`config.mk`:
```
export PLATFORM = sky130hd
export DESIGN_NAME = gate_bist
export DESIGN_NICKNAME = d
export VERILOG_FILES = /design/src/rtl/gate_bist.sv
export SDC_FILE = /design/constraint.sdc
export NUM_CORES = 1
export LEC_CHECK = 0
export ABC_AREA = 1
export BUFFER_PORTS_ARGS = -buffer_cell sky130_fd_sc_hd__buf_2
export CAP_MARGIN = 10
export CORE_MARGIN = 2
export CORE_UTILIZATION = 55
export DETAILED_ROUTE_END_ITERATION = 16
export PLACE_DENSITY_LB_ADDON = 0.3
export SLEW_MARGIN = 25
export SYNTH_ARGS = -nofsm -noshare
export SYNTH_HDL_FRONTEND = slang
export SYNTH_SLANG_ARGS = --single-unit
```
`constraint.sdc`:
```
create_clock -name i_clk -period 4.2 [get_ports i_clk]
set_clock_uncertainty 0.05 [all_clocks]
set_input_delay 0.84 -clock i_clk [delete_from_list [all_inputs] [get_ports i_clk]]
set_output_delay 0.84 -clock i_clk [all_outputs]
set_load 0.1 [all_outputs]
```
`src/rtl/gate_bist.sv`:
```
// ---------------------------------------------------------------------------
// gate_bist
//   Self-test sequencer for an N_IN-input, single-output logic gate. Walks
//   every input vector 0..2^N_IN-1 onto the gate under test, waits SETTLE_CYC
//   cycles, then compares the gate output against a run-time selectable
//   golden function (AND / OR / XOR / NAND). Counts mismatches and keeps the
//   first failing vector.
//
// Parameters
//   N_IN        gate input count / vector width (1..8)
//   SETTLE_CYC  cycles between driving a vector and sampling i_fIn (0..15)
//
// Ports
//   i_clk      clock, rising edge
//   i_rst      synchronous reset, active-high
//   i_start    run request, honoured only when idle or done
//   i_op       golden op: 00 AND, 01 OR, 10 XOR, 11 NAND (latched on start)
//   o_aOut     vector driven to the gate under test (registered)
//   i_fIn      gate-under-test output
//   o_busy     high from the first DRIVE through the last CHECK
//   o_done     high while the sequencer sits in DONE
//   o_pass     valid with o_done: 1 when no mismatches were seen
//   o_errCnt   mismatch count, 0..2^N_IN
//   o_failVec  first mismatching vector, 0 if none
// ---------------------------------------------------------------------------
module gate_bist #(
  parameter int N_IN       = 2,
  parameter int SETTLE_CYC = 1
) (
  input  logic            i_clk,
  input  logic            i_rst,
  input  logic            i_start,
  input  logic [1:0]      i_op,
  output logic [N_IN-1:0] o_aOut,
  input  logic            i_fIn,
  output logic            o_busy,
  output logic            o_done,
  output logic            o_pass,
  output logic [N_IN:0]   o_errCnt,
  output logic [N_IN-1:0] o_failVec
);

  typedef enum logic [2:0] {
    ST_IDLE,
    ST_DRIVE,
    ST_SETTLE,
    ST_CHECK,
    ST_DONE
  } state_t;

  // The vector counter carries one spare bit so the terminal compare against
  // 2^N_IN-1 is made before any increment could wrap it.
  localparam logic [N_IN:0] LAST_VEC    = {1'b0, {N_IN{1'b1}}};
  localparam logic [3:0]    SETTLE_LAST = (SETTLE_CYC > 0) ? 4'(SETTLE_CYC - 1) : 4'd0;

  state_t          r_state;
  logic [1:0]      r_op;
  logic [N_IN:0]   r_vec;
  logic [3:0]      r_settle;
  logic            r_firstSeen;
  logic [N_IN-1:0] r_aOut;
  logic            r_busy;
  logic            r_done;
  logic            r_pass;
  logic [N_IN:0]   r_errCnt;
  logic [N_IN-1:0] r_failVec;

  logic            w_golden;
  logic            w_mismatch;
  logic [N_IN:0]   w_errNext;

  // Golden model evaluated on the vector currently presented to the gate,
  // so it always lines up with what i_fIn is reacting to in CHECK.
  always_comb begin
    w_golden = 1'b0;
    case (r_op)
      2'b00:   w_golden = &r_aOut;
      2'b01:   w_golden = |r_aOut;
      2'b10:   w_golden = ^r_aOut;
      default: w_golden = ~&r_aOut;
    endcase
  end

  assign w_mismatch = (i_fIn != w_golden);
  assign w_errNext  = r_errCnt + {{N_IN{1'b0}}, w_mismatch};

  // Main sequencer. PASS is taken from the post-CHECK count so a mismatch on
  // the final vector is reflected in the verdict registered on DONE entry.
  // A start request is only looked at in IDLE and DONE, which is what makes
  // START-while-busy harmless.
  always_ff @(posedge i_clk) begin
    if (i_rst) begin
      r_state     <= ST_IDLE;
      r_op        <= 2'b00;
      r_vec       <= '0;
      r_settle    <= 4'd0;
      r_firstSeen <= 1'b0;
      r_aOut      <= '0;
      r_busy      <= 1'b0;
      r_done      <= 1'b0;
      r_pass      <= 1'b0;
      r_errCnt    <= '0;
      r_failVec   <= '0;
    end else begin
      case (r_state)
        ST_IDLE, ST_DONE: begin
          if (i_start) begin
            r_op        <= i_op;
            r_errCnt    <= '0;
            r_failVec   <= '0;
            r_pass      <= 1'b0;
            r_firstSeen <= 1'b0;
            r_vec       <= '0;
            r_busy      <= 1'b1;
            r_done      <= 1'b0;
            r_state     <= ST_DRIVE;
          end
        end
        ST_DRIVE: begin
          r_aOut   <= r_vec[N_IN-1:0];
          r_settle <= 4'd0;
          r_state  <= (SETTLE_CYC > 0) ? ST_SETTLE : ST_CHECK;
        end
        ST_SETTLE: begin
          if (r_settle == SETTLE_LAST) begin
            r_state <= ST_CHECK;
          end else begin
            r_settle <= r_settle + 4'd1;
          end
        end
        ST_CHECK: begin
          if (w_mismatch) begin
            r_errCnt <= w_errNext;
            if (!r_firstSeen) begin
              r_failVec   <= r_aOut;
              r_firstSeen <= 1'b1;
            end
          end
          if (r_vec == LAST_VEC) begin
            r_busy  <= 1'b0;
            r_done  <= 1'b1;
            r_pass  <= (w_errNext == '0);
            r_state <= ST_DONE;
          end else begin
            r_vec   <= r_vec + 1'b1;
            r_state <= ST_DRIVE;
          end
        end
        default: r_state <= ST_IDLE;
      endcase
    end
  end

  assign o_aOut    = r_aOut;
  assign o_busy    = r_busy;
  assign o_done    = r_done;
  assign o_pass    = r_pass;
  assign o_errCnt  = r_errCnt;
  assign o_failVec = r_failVec;

endmodule

```
==> metrics.yaml <==
drc: 0
htreeDepth: 1
hold_violations: 0
synthSimpleGateAreaFrac_pct: 28.3
power_mw: 0.632
numCtsBuffers: 3
clk_path_buf_depth: 2
postCtsSetupBuffers: 0
synth-compound-area-share_pct: 14.2
ctsResizeCount: 0
io-pin-count: 16
nets: 182
initial_utilization_pct: 59.2
nFillCells: 163
synth-adder-area-share_pct: 8.54
cp_max_fo: 5
grt_max_degree: 13
path_cells: "inv_1 > ha_1 > inv_1 > nand2_1 > nand3_1 > nand2_1 > nand2_1 > nand2_1 > ha_1 > ha_1 > nor2_1 > a21oi_1 > a211oi_1"
post-place-ws_ns: 1.99
synth_edf_count: 0
synth_ff_type: "dfxtp_1"
ff2ff_path_depth: 13
synth_cell_type_count: 26
timing.setup.tns_ns: 0
clkTransAtPathRegs_ns: 0.12
p_leak_nw: 0.602
antenna-diode-count: 0
ant_nets: 0
ys_seq_elements: 23
worst_ep_required_time_ns: 4.37
synth_top_family_by_area: "simple AND/OR/NAND/NOR gates"
reg2reg_from: "o_aOut[0]"
synth-async-reset-ratio_pct: 0
crit_type: "register to register"
syn-num-nets: 164
hp-class: "register to register"
gp_congestion: 0.788
ctsHoldBuffers: 0
setup_viol: 0
postSynthAreaPerCell_sq_um: 7.82
rrSetupSlack_ns: 2.00
synth_area_leaders: "dfxtp_1, ha_1, nand2_1"
syn_to_final_growth_pct: 10.8
status: "finished, final reports clean"
first_iter_violations: 15
peakVddDrop_mv: 0.314
via_per_inst: 5.25
cp-start-kind: "register"
drv_slew: 0
die_w_um: 50.2
tightest_slew_ns: 0.485
port_buffers: 15
clock-sinks: 23
holdPathStages: 2
synth-xor-area-share_pct: 0.747
root_buffer: "clkbuf_4"
drive_above_1_share_pct: 22.2
relSlewSlack_pct: 67.9
syn_inst: 150
max_freq_ghz: 0.454
setup_ws_ns: 2.00
hold_end: "r_vec[2]"
yosysMostFrequentCell: "nand2_1"
cts_tree: "built"
coreArea_sq_um: 1980
drt_pass1_iterations: 4
rows: 16
slowest_delay_ns: 0.36
fin_crit_ns: 2.20
wl_mm: 2.21
startpoint: "o_aOut[0]"
p_per_area_nw_per_um2: 487
cp.arrival_ns: 2.37
critical-path-slowest-cell: "dfxtp_1"
grt_pass1_wl_mm: 3.65
die_h_um: 50.2
path_common_cell: "nand2_1"
clk-insertion-delay-late_ns: 0.29
holdWs_ns: 0.423
yosysTopAreaCell: "dfxtp_1"
final_cells: 194
grt_pass1_vias: 897
antenna_found_initial: 0
yosysWarnings: 0
synthesis.area_sq_um: 1170
dpl.hpwl_mm: 1.77
timing.rr.end: "o_pass"
vias: 1019
die-area_sq_um: 2520
min_period_over_period_pct: 52.5
dp_cells: 190
ys_seq_area_share_pct: 39.3
grt.total_usage_pct: 18.3
drv_cap: 0
synthMuxAreaShare_pct: 0
netlist_top_cells_count: "nand2_1, dfxtp_1, inv_1"
end_kind: "register"
synth_top_area_share_pct: 39.3
min_from: "r_vec[2]"
grt_overflow: 0
wl_per_cell_um: 11.4
rsz0062_at_grt: "no"
-- metal layers --
layer	vias up	global-route usage, %	wire (um)
met5	-	0	0
met4	0	2.78	0
met3	0	2.68	75
met2	14	32.9	1090
met1	481	23.4	1040
li1	524	-	-
-- critical path, delay by kind of cell (launching register included) --
kind                     cells  cell delay [ns]
adder cells (fa/ha/maj)      3             0.80
buffers and inverters        2             0.15
flip-flops                   1             0.36
AO/OA/AOI/OAI                2             0.25
AND/OR/NAND/NOR              6             0.51
-- worst max-delay path by stage --
| stage | endpoint | slack [ns] | cells past startpoint |
|---|---|---|---|
| final | o_pass | 2.00 | 13 |
| after global routing | o_pass | 1.79 | 13 |
| after CTS | o_pass | 1.96 | 13 |
| after detailed placement | o_pass | 1.99 | 13 |
| after global placement | o_pass | 2.12 | 8 |
| after floorplan | o_pass | 1.47 | 13 |
-- state kept, by name, indices dropped and copies added, names as in the netlist --
signal,flops
r_state,3
r_settle,4
r_firstSeen,1
o_pass,1
r_op,2
o_aOut,2
o_busy,1
r_vec,3
o_done,1
o_errCnt,3
o_failVec,2
-- kinds of logic (layout without fill, tap and decap cells) --
group / Yosys count / in the layout
simple gates: 63 / 63
compound gates: 28 / 28
flops: 23 / 23
xor+xnor: 1 / 1
fa+ha+maj: 8 / 8
buf+inv: 27 / 44
-- layout by cell type (no fill, tap or decap), types with 2 or more instances in the layout --
cell type,synthesis,layout
nand2_1,25,25
buf_2,1,15
inv_1,19,19
ha_1,8,8
a211oi_2,2,2
nand2_2,4,4
nor2_1,10,10
nand3_1,11,11
inv_2,5,5
a21oi_1,15,15
clkbuf_4,0,3
a211oi_1,2,2
dfxtp_1,23,23
nor2_4,3,3
o21ai_0,4,4
nor3_1,5,5
o21ai_1,3,3
-- stage by stage --
| stage | util, % | area (sq um) |
|---|---|---|
| finish | 65.5 | 1300 |
| global placement | 64.2 | 1270 |
| CTS | 65.5 | 1300 |
| floorplan | - | 1170 |
| detailed placement | 64.2 | 1270 |
| global route | 65.5 | 1300 |
-- power by group --
group	leakage [nW]	internal [mW]	switching [mW]	total (mW)
clock network	0.0150	0.0369	0.0598	0.0966
registers	0.187	0.245	0.0184	0.263
logic	0.399	0.0679	0.204	0.272
-- area by class of cell --
cell class	instances	area (sq um)	area share [%]
Multi-Input combinational cell	100	607	46.7
Sequential cell	23	460	35.5
Inverter	25	96.3	7.42
Timing Repair Buffer	15	75.1	5.78
Tap cell	27	33.8	2.60
Clock buffer	4	26.3	2.02
No activity file was read; power rests on OpenSTA's default activity.
